<file path="config.mk">
export PLATFORM = sky130hd
export DESIGN_NAME = up5bit_counter_arbiter
export DESIGN_NICKNAME = d
export VERILOG_FILES = /design/src/rtl/up5bit_counter_arbiter.sv
export SDC_FILE = /design/constraint.sdc
export NUM_CORES = 1
export LEC_CHECK = 0
export ABC_CLOCK_PERIOD_IN_PS = 1340
export CAP_MARGIN = 15
export CORE_ASPECT_RATIO = 0.8
export CORE_MARGIN = 8
export CORE_UTILIZATION = 30
export DETAILED_ROUTE_END_ITERATION = 10
export SLEW_MARGIN = 20
export SYNTH_ARGS = -nofsm -noshare
export SYNTH_HDL_FRONTEND = slang
export SYNTH_SLANG_ARGS = --single-unit
</file>
<file path="constraint.sdc">
create_clock -name clk -period 1.34 [get_ports clk]
set_input_delay 0.134 -clock clk [delete_from_list [all_inputs] [get_ports clk]]
set_output_delay 0.134 -clock clk [all_outputs]
set_load 0.03 [all_outputs]
</file>
<file path="src/rtl/up5bit_counter_arbiter.sv">
// up5bit_counter_arbiter: round-robin sequencer that lends one WIDTH-bit up
// counter to one of two requesters at a time. The winner counts 0..limit,
// then a one-cycle done pulse frees the counter; withdrawing req mid-run
// gives a one-cycle abort pulse instead.
// Optional feature macro: COUNTER_PAUSE_EN adds a pause input that freezes
// the count (and the limit compare) while the counter is running.
module up5bit_counter_arbiter #(
  parameter int unsigned WIDTH = 5
) (
  input  logic             clk,
  input  logic             reset,
  input  logic [1:0]       req,
  input  logic [WIDTH-1:0] limit0,
  input  logic [WIDTH-1:0] limit1,
`ifdef COUNTER_PAUSE_EN
  input  logic             pause,
`endif
  output logic [1:0]       grant,
  output logic [WIDTH-1:0] count,
  output logic             busy,
  output logic             done,
  output logic             done_id,
  output logic             abort
);

  typedef enum logic [1:0] {
    IDLE = 2'd0,
    RUN  = 2'd1,
    DONE = 2'd2
  } state_t;

  state_t           state_q, state_d;
  logic [1:0]       grant_q, grant_d;
  logic [WIDTH-1:0] count_q, count_d;
  logic [WIDTH-1:0] lim_q,   lim_d;
  logic             owner_q, owner_d;
  logic             last_q,  last_d;
  logic             abort_q, abort_d;
  logic             winner;
  logic             hold;

`ifdef COUNTER_PAUSE_EN
  assign hold = pause;
`else
  assign hold = 1'b0;
`endif

  // State and datapath registers; last winner starts at 1 so requester 0 wins the first tie.
  always_ff @(posedge clk) begin
    if (reset) begin
      state_q <= IDLE;
      grant_q <= '0;
      count_q <= '0;
      lim_q   <= '0;
      owner_q <= 1'b0;
      last_q  <= 1'b1;
      abort_q <= 1'b0;
    end else begin
      state_q <= state_d;
      grant_q <= grant_d;
      count_q <= count_d;
      lim_q   <= lim_d;
      owner_q <= owner_d;
      last_q  <= last_d;
      abort_q <= abort_d;
    end
  end

  // Arbitration, counting and run termination (abort beats limit match).
  always_comb begin
    state_d = state_q;
    grant_d = grant_q;
    count_d = count_q;
    lim_d   = lim_q;
    owner_d = owner_q;
    last_d  = last_q;
    abort_d = 1'b0;
    winner  = 1'b0;
    case (state_q)
      IDLE: begin
        count_d = '0;
        if (req != 2'b00) begin
          if (req == 2'b11) winner = ~last_q;
          else              winner = req[1];
          owner_d = winner;
          grant_d = winner ? 2'b10 : 2'b01;
          lim_d   = winner ? limit1 : limit0;
          state_d = RUN;
        end
      end
      RUN: begin
        if (!req[owner_q]) begin
          abort_d = 1'b1;
          last_d  = owner_q;
          grant_d = '0;
          count_d = '0;
          state_d = IDLE;
        end else if (hold) begin
          count_d = count_q;
        end else if (count_q == lim_q) begin
          grant_d = '0;
          state_d = DONE;
        end else begin
          count_d = count_q + WIDTH'(1);
        end
      end
      DONE: begin
        last_d  = owner_q;
        count_d = '0;
        state_d = IDLE;
      end
      default: begin
        grant_d = '0;
        count_d = '0;
        state_d = IDLE;
      end
    endcase
  end

  assign grant   = grant_q;
  assign count   = count_q;
  assign busy    = (state_q == RUN);
  assign done    = (state_q == DONE);
  assign done_id = (state_q == DONE) & owner_q;
  assign abort   = abort_q;

endmodule

</file>
==> results.md, run 1 <==
- Setup slack after layout: -0.00904 ns
- Layout cells sized above 1: 0.407
- Worst Max-Slew Pin Slew: 0.377 ns
- Initial Util: 0.317
- Cell leakage power: 0.000598 uW
- Clk root buf: clkbuf_4
- Hold_buf cts: 0
- MaxCap Viol Count: 0
- Worst rel slew slack: 0.746
- CTS tree: yes
- Synthesized area: 876 um2
- Num ports: 25
- Worst min path class: flop to flop
- Post-layout total power: 1280 uW
- Fin crit share: 1.01
- Mean Syn Cell Area: 8.76 um2
- DRT Pass-1 Iters: 2
- GRT Overall Usage: 0.0970
- H-tree Lvls: 1
- Core ar.: 2770 um2
- FF-to-FF Start: state_q[1]
- Setup_tns: -0.0142 ns
- Clock Tree Buf Depth: 2
- Worst clock skew: 0.00758 ns
- Crit path max fanout: 4
- Routability congestion estimate: 0.907
- Max Slew Vio Count: 0
- Worst setup EP type: output pin
- Setup CP Type: flop to output pin
- Reg-to-reg endpoint: grant[1]
- Power density cells: 867 nW/um2
- Chip Height: 64.3 um
- Site Rows: 17
- DP Worst Slack: -0.310 ns
- Failing checks: setup timing
- Most common cell after layout, fill and taps aside: buf_4
- PortBufs: 24
- Fin area: 1470 um2
- CP endpoint: done_id
- RSZ-0062 raised after global routing: yes
- Syn-to-layout area delta: 68.1%
- Asr flop ratio synth: 0
- Worst-path clk slew: 0.10 ns
- Post-route antenna net violation count: 0
- Worst Setup SP: state_q[1]
- CTS Buf Count: 3
- R2r setup slk: -0.009 ns
- Final Util: 0.533
- Post-DP HPWL: 1910 um
- Nets@finish: 161
- Max rail drop VDD: 0.000421 V
- Startpoint types: flop
- Sequential fraction of the synthesis area: 0.389
- Post-Synthesis Net Count: 115
- Hold Fails Final Rpt: 0
- Most frequent cells in the layout: 21 x buf_4, 13 x clkdlybuf4s50_1, 9 x nor2_1
- Vias: 881
- Die width: 76.4 um
- # fillers: 270
- Post-DP Area: 1320 um2
- Wire per inst: 13.1 um
- Vias in the first global route: 865
- Clock Sinks: 17
- Global-route wire length before repair: 3850 um
- Die ar.: 4920 um2
- Worst-skew pair later-pin latency: 0.29 ns
- N_diodes: 0
- DR vias/cell: 4.81
- FF-to-FF path depth: 4
- CP arrival: 1.22 ns
- Post-synth cell types: 35
- Initial antenna violation count: 0
- Period minus WS final: 1.35 ns
- Remaining DRCs: 0
- F_max: 741 MHz
- Req. time, crit path: 1.21 ns
- Synthesized netlist cell count: 100
- Final setup vio count: 2
- Initial DRC Count: 42
- Largest net degree at the start of global routing: 11
- EDFF count, synth: 0
- Main synth FF type: dfxtp_1
- DRT Wirelength: 2400 um
- #FFs+latches synth: 17
- Status: complete, but fails checks
- Aggregate global routing overflow: 0
- Ys Warns: 0
kinds of logic (layout without fill, tap and decap cells):
group	count (synthesis)	in the layout	share of synthesized area
and+or+nand+nor	33	33	0.191
AOI/OAI and AO/OA	30	30	0.246
muxes	7	7	0.0800
adders and majority gates	1	1	0.0143
buffers and inverters	7	52	0.0300
xor gates and xnor gates	5	5	0.0500
DFF	17	17	0.389
state kept, by name, summed over array words and instances (netlist names):
signal / flops
last_q: 1
owner_q: 1
grant: 2
state_q: 2
abort: 1
count: 5
lim_q: 5
where the power goes:
part | switching, uW | internal, uW
clock | 159 | 116
combinational | 200 | 226
sequential | 42.0 | 535
total | 401 | 876
synth_stat cells (2+ instances only):
cell type	instances	area, um2
clkbuf_1	3	11.3
nand3_1	4	20.0
inv_1	3	11.3
mux2i_1	7	70.1
nand2_1	5	18.8
dfxtp_1	17	340
o21ai_1	2	10.0
a211oi_1	5	37.5
a2111o_1	2	22.5
a21oi_1	5	25.0
nand2b_1	2	12.5
nor2_1	10	37.5
o21ai_0	5	25.0
xnor2_1	5	43.8
nor3_1	5	25.0
stage by stage:
stage                     cells  hold slack, ns
final                       183           0.481
after global routing        183           0.500
after CTS                   183           0.482
after detailed placement    178           0.465
after global placement      178           0.461
after floorplan             100           0.288
routing by layer:
layer | track usage | vias up | wire, um
met5 | 0 | - | 0
met4 | 0.0431 | 0 | 27
met3 | 0.0363 | 2 | 123
met2 | 0.161 | 19 | 1140
met1 | 0.110 | 401 | 1120
li1 | - | 459 | -
how the worst min path moves through the flow:
| stage | start | end | slack (ns) | depth (start not counted) |
|---|---|---|---|---|
| 2_1_floorplan | req[0] | grant[0] | 0.29 | 1 |
| 3_3_place_gp | grant[0] | grant[0] | 0.46 | 1 |
| 3_5_place_dp | grant[0] | grant[0] | 0.46 | 1 |
| 4_1_cts | grant[0] | grant[0] | 0.48 | 1 |
| 5_1_grt | limit0[4] | lim_q[4] | 0.50 | 3 |
| 6_report | grant[0] | grant[0] | 0.48 | 1 |
critical path: stages, from the launching register on:
cell,delay [ns]
dfxtp_4,0.38
buf_6,0.11
nor2b_4,0.16
and2_4,0.15
buf_6,0.12
timing repair:
item                       CTS  global route
buffers inserted             1             0
gates resized for setup     18            19
hold endpoints to repair     0             0
pin swaps                    8             6
setup endpoints to repair   14            13
final cells by class:
cell class / count / area (um2) / share of cell area
Clock buffer: 4 / 26.3 / 0.0178
Inverter: 3 / 11.3 / 0.00765
Multi-Input combinational cell: 76 / 627 / 0.426
Sequential cell: 17 / 368 / 0.250
Tap cell: 38 / 47.5 / 0.0323
Timing Repair Buffer: 45 / 393 / 0.267
No activity file was read; power rests on OpenSTA's default activity.
==> run 2: changes to the inputs <==
--- a/config.mk
+++ b/config.mk
@@ -5,6 +5,7 @@
 export SDC_FILE = /design/constraint.sdc
 export NUM_CORES = 1
 export LEC_CHECK = 0
+export ABC_AREA = 1
 export ABC_CLOCK_PERIOD_IN_PS = 1340
 export CAP_MARGIN = 15
 export CORE_ASPECT_RATIO = 0.8
==> results.md, run 2 <==
- Status: completed
- Layout cells sized above 1: 0.270 (-0.137)
- Synthesized area: 876 um2 (unchanged)
- Largest delay share family, worst path: flip-flops
- Fin crit share: 0.949 (-0.0579)
- Worst setup EP type: output pin
- GRT Overall Usage: 0.0865 (-0.0104)
- Initial DRC Count: 19 (-55%)
- Main area contributors after synthesis: dfxtp_1 39%, nand2_1 15%, inv_1 6.0%
- Post-DP Area: 1210 um2 (-8.3%)
- EDFF count, synth: 0 (unchanged)
- Most frequent cells in the layout: 36 x nand2_1, 13 x inv_1, 13 x clkdlybuf4s50_1
- Final setup vio count: 0 (-2)
- Worst hold-check slack: 0.403 ns (-0.0787 ns)
- Period minus WS final: 1.27 ns (-0.0776 ns)
- Clk root buf: clkbuf_4
- Power density cells: 962 nW/um2 (+11%)
- Post-synth top area share: 0.389 (unchanged)
- Final non-filler cell total: 201 (+9.8%)
- DR vias/cell: 4.34 (-9.8%)
- #FFs+latches synth: 17 (unchanged)
- Core ar.: 2770 um2 (unchanged)
- Aggregate global routing overflow: 0 (unchanged)
- R2r setup slk: 0.11 ns (+0.12 ns)
- Hold_buf cts: 0 (unchanged)
- Req. time, crit path: 1.21 ns (about the same)
- Buf+Inv Stages, Crit Path: 1 (-1)
- Largest net degree at the start of global routing: 12 (+1)
- Setup_tns: 0 ns (+0.0142 ns)
- CTS Buf Count: 3 (unchanged)
- Initial Util: 0.317 (unchanged)
- Cell leakage power: 0.000576 uW (-3.7%)
- Max Slew Vio Count: 0 (unchanged)
- Mean Syn Cell Area: 6.84 um2 (-22%)
- Ys Warns: 0 (unchanged)
- DRT Pass-1 Iters: 4 (+2)
- FF-to-FF Start: count[0]
- Post-Synthesis Net Count: 143 (+24%)
- Post-synth cell types: 18 (-49%)
- Min-delay src: limit0[0]
- Asr flop ratio synth: 0 (unchanged)
- MaxCap Viol Count: 0 (unchanged)
- Die width: 76.4 um (unchanged)
- Worst-skew pair later-pin latency: 0.29 ns (about the same)
- # fillers: 299 (+11%)
- Worst Hold End: lim_q[0]
- Wire per inst: 10.5 um (-20%)
- Clock Sinks: 17 (unchanged)
- Worst rel slew slack: 0.796 (+0.0500)
- FF-to-FF path depth: 10 (+6)
- Die ar.: 4920 um2 (unchanged)
- CP Cell Sequence: dlygate4sd2_1
- Synth area leader: dfxtp_1
- Placed cells: 196 (+10%)
- Worst clock skew: 0.00615 ns (-0.00143 ns)
- Initial antenna violation count: 0 (unchanged)
- Hold Fails Final Rpt: 0 (unchanged)
- Commonest cells post-synth: 36 x nand2_1, 17 x dfxtp_1, 14 x inv_1
- F_max: 787 MHz (+6.1%)
- Worst Hold Path Cells: 3 (+2)
- Worst Max-Slew Pin Slew: 0.307 ns (-0.0698 ns)
- CP arrival: 1.14 ns (-0.08 ns)
- Main synth FF type: dfxtp_1
- Vias in the first global route: 810 (-6.4%)
- Worst min path class: primary input to flop
- Routability congestion estimate: 0.805 (-11%)
- Fin area: 1260 um2 (-14%)
- Sequential fraction of the synthesis area: 0.389 (unchanged)
- Syn-to-layout area delta: 44.1%
- Site Rows: 17 (unchanged)
- Synthesized netlist cell count: 128 (+28%)
- Max rail drop VDD: 0.000693 V (+65%)
- Area of the multi-input gates: 478 um2 (-24%)
- DRT Wirelength: 2120 um (-12%)
- N_diodes: 0 (unchanged)
- CTS tree: yes
- Most common cell after layout, fill and taps aside: nand2_1
- Post-route antenna net violation count: 0 (unchanged)
- PortBufs: 24 (unchanged)
- Crit path max fanout: 4 (unchanged)
- Vias: 873 (-0.91%)
- Most frequent cell after synthesis: nand2_1
- Reg-to-reg endpoint: grant[0]
- Nets@finish: 179 (+11%)
- Startpoint types: flop
- Worst-path clk slew: 0.10 ns (about the same)
- Global-route wire length before repair: 3550 um (-7.9%)
- CP max-delay cell: dfxtp_1
- Reg area: 353 um2 (-4.1%)
- Num ports: 25 (unchanged)
- Clock Tree Buf Depth: 2 (unchanged)
- Largest stage delay, worst path: 0.43 ns (+0.05 ns)
- Post-DP HPWL: 1670 um (-12%)
- Setup CP Type: flop to output pin
- Chip Height: 64.3 um (unchanged)
- H-tree Lvls: 1 (unchanged)
- Remaining DRCs: 0 (unchanged)
-- run 2: cell count changes after synthesis, sizes merged, moves of 3 or more --
cell    delta
a211oi     -5
a21oi      +4
a31oi      +5
clkbuf     -3
inv       +16
mux2i      -7
nand2     +39
nand2b     -3
nand3      +3
nor2       +4
nor3       -4
xnor2      -3
-- run 2: worst max-delay path by stage --
stage | from | end | cells after the start
4_1_cts | state_q[1] | done_id | 5
2_1_floorplan | count[4] | grant[0] | 6
3_3_place_gp | req[1] | grant[1] | 8
3_5_place_dp | req[1] | grant[0] | 10
6_report | count[4] | count[4] | 1
5_1_grt | count[2] | grant[0] | 9
-- run 2: logic make-up after synthesis --
group / count (synthesis) / share of synthesized area
AOI/OAI and AO/OA: 21 / 0.131
xor gates and xnor gates: 3 / 0.0300
adders and majority gates: 1 / 0.0143
buffers and inverters: 20 / 0.0871
DFF: 17 / 0.389
and+or+nand+nor: 66 / 0.349
-- run 2: per-stage QoR --
stage                     worst slack [ns]  power (uW)   util
final                               0.0686        1210  0.457
after global routing              -0.00634        1300  0.457
after CTS                           0.0155        1220  0.445
after detailed placement            -0.185         948  0.439
after global placement              -0.164         947  0.439
after floorplan                     0.0429         817      -
-- run 2: power by group --
group	switching [uW]	internal, uW
Combinational	207	156
Sequential	31.7	548
Clock	156	116
Total	395	820
-- run 2: repair_timing --
action                                  4_1_cts  5_1_grt
resized for setup                             8       11
pin swaps                                     0        1
endpoints found under the setup margin        8       10
buffers inserted                              0        1
cloned                                        0        0
-- run 2: layout make-up --
class,count,share of cell area
sequential,17,0.279
clock buffer,4,0.0208
tap,38,0.0377
multi-input combinational,91,0.379
timing repair buffer,32,0.227
inverter,19,0.0565
-- run 2: layer usage --
layer,share of wire,global-route usage,up-vias
li1,-,-,473
met1,0.49,0.103,382
met2,0.42,0.134,18
met3,0.086,0.0489,0
met4,0,0.0144,0
met5,0,0,-
==> run 3: changes to the inputs <==
--- a/config.mk
+++ b/config.mk
@@ -10,8 +10,9 @@
 export CAP_MARGIN = 15
 export CORE_ASPECT_RATIO = 0.8
 export CORE_MARGIN = 8
-export CORE_UTILIZATION = 30
+export CORE_UTILIZATION = 38
 export DETAILED_ROUTE_END_ITERATION = 10
+export PLACE_DENSITY = 0.69
 export SLEW_MARGIN = 20
 export SYNTH_ARGS = -nofsm -noshare
 export SYNTH_HDL_FRONTEND = slang
==> results.md, run 3 (same netlist as run 2, synthesis figures left out) <==
- CP max-delay cell: dfxtp_1
- Clock Sinks: 17 (unchanged)
- Post-CTS setup buffers: 0 (unchanged)
- F_max: 795 MHz (+1.0%)
- Initial Util: 0.402 (+0.0856)
- CTS Buf Count: 3 (unchanged)
- Fin crit share: 0.939 (-0.00957)
- Req. time, crit path: 1.21 ns (about the same)
- Syn-to-layout area delta: 41.3%
- Nets@finish: 178 (-0.56%)
- Startpoint types: flop
- Buf+Inv Stages, Crit Path: 1 (unchanged)
- Power density cells: 966 nW/um2 (+0.39%)
- Max rail drop VDD: 0.000673 V (-3.0%)
- Cell leakage power: 0.000566 uW (-1.9%)
- Worst rel slew slack: 0.797 (+0.00132)
- Hold Fails Final Rpt: 0 (unchanged)
- Die width: 69.7 um (-8.8%)
- Worst min path class: primary input to flop
- Initial antenna violation count: 0 (unchanged)
- H-tree Lvls: 1 (unchanged)
- DRT Wirelength: 2090 um (-1.4%)
- CP arrival: 1.12 ns (-0.02 ns)
- Die ar.: 4110 um2 (-16%)
- Comb power frac: 0.300 (about the same)
- Initial DRC Count: 78 (+59)
- Vias: 886 (+1.5%)
- Remaining DRCs: 0 (unchanged)
- # fillers: 222 (-26%)
- Net Switching: 384 uW (-2.8%)
- CP Cell Sequence: clkdlybuf4s15_1
- DR vias/cell: 4.74 (+9.1%)
- Site Rows: 15 (-2)
- Largest stage delay, worst path: 0.44 ns (about the same)
- Routability congestion estimate: 0.846 (+5.1%)
- Post-layout total power: 1190 uW (-1.6%)
- MaxCap Viol Count: 0 (unchanged)
- Worst-path clk slew: 0.09 ns (about the same)
- Core ar.: 2180 um2 (-21%)
- Num ports: 25 (unchanged)
- Pint: 811 uW (-1.0%)
- Setup_tns: 0 ns (unchanged)
- Worst setup EP type: output pin
- Status: completed
- Worst clock skew: 0.00472 ns (-0.00143 ns)
- Worst Max-Slew Pin Slew: 0.303 ns (-0.00484 ns)
- Worst-skew pair later-pin latency: 0.28 ns (about the same)
- Largest delay share family, worst path: flip-flops
- GRT Overall Usage: 0.107 (+0.0208)
- Final setup vio count: 0 (unchanged)
- Global-route wire length before repair: 3640 um (+2.5%)
- Chip Height: 58.9 um (-8.4%)
- Aggregate global routing overflow: 0 (unchanged)
- Setup CP Type: flop to output pin
- Largest net degree at the start of global routing: 12 (unchanged)
- Post-DP HPWL: 1690 um (+1.1%)
- Post-route antenna net violation count: 0 (unchanged)
- Crit path max fanout: 4 (unchanged)
- Max Slew Vio Count: 0 (unchanged)
- DRT Pass-1 Iters: 4 (unchanged)
- Clock group share of total power: 0.219 (-0.005)
- Most frequent cells in the layout: 35 x nand2_1, 13 x inv_1, 13 x clkdlybuf4s50_1
- Seq pwr share: 0.481 (+0.004)
- RSZ-0062 raised after global routing: yes
- Final Util: 0.568 (+0.112)
- Layout cells sized above 1: 0.247 (-0.0230)
- N_diodes: 0 (unchanged)
- Clk root buf: clkbuf_4
- Period minus WS final: 1.26 ns (-0.0128 ns)
- Net Sw Frac: 0.321 (-0.00383)
- Hold_buf cts: 0 (unchanged)
- Wire per inst: 11.1 um (+6.0%)
- Most common cell after layout, fill and taps aside: nand2_1
- PortBufs: 24 (unchanged)
- Vias in the first global route: 833 (+2.8%)
- CTS tree: yes
- Worst hold-check slack: 0.411 ns (+0.00854 ns)
- Clock Tree Buf Depth: 2 (unchanged)
==> run 3: cell type report <==
type | count | area, um2 | area share
tap | 25 | 31.3 | 0.0253
clock buffer | 4 | 26.3 | 0.0212
inverter | 19 | 71.3 | 0.0576
sequential | 17 | 352 | 0.284
multi-input combinational | 91 | 477 | 0.385
timing repair buffer | 31 | 280 | 0.226
==> run 3: per-layer routing <==
metal  global-route usage  wire length (um)  vias to the layer above  part of all wire
met5                    0                 0                        -                 0
met4               0.0429                24                        0             0.012
met3               0.0537               142                        2             0.068
met1                0.114               962                      395              0.46
li1                     -                 -                      471                 -
met2                0.180               955                       18              0.46
==> run 3: timing repair <==
item                       in CTS  in global routing
pin swaps                       0                  0
gates resized for setup         8                  9
setup endpoints to repair       8                  9
==> run 3: path summary, 6_finish.rpt <==
check / startpoint / end / slack [ns] / depth (start not counted)
setup / recovery: count[4] / count[4] / 0.08 / 1
hold / removal: limit1[2] / lim_q[2] / 0.41 / 3
setup reg to reg: lim_q[0] / grant[0] / 0.12 / 9
hold reg to reg: grant[1] / grant[1] / 0.50 / 2
==> run 3: worst reg2reg max path: cells and delay by family, from the launching register on <==
kind / cells / cell delay, ns
AND/OR/NAND/NOR: 8 / 0.69
buffers and inverters: 1 / 0.05
flip-flops: 1 / 0.39
==> run 3: power groups by stage <==
stage,clock (uW),combinational [uW],sequential [uW]
after floorplan,0,210,607
after global placement,0,353,588
after detailed placement,0,358,590
after CTS,273,353,578
after global routing,298,395,581
final,262,358,575
==> run 3: per-stage QoR <==
stage,instance area (um2),std cells,setup WS (ns)
after floorplan,886,128,0.0429
after global placement,1200,183,-0.154
after detailed placement,1200,183,-0.158
after CTS,1210,187,0.0189
after global routing,1240,187,-0.00621
final,1240,187,0.0814
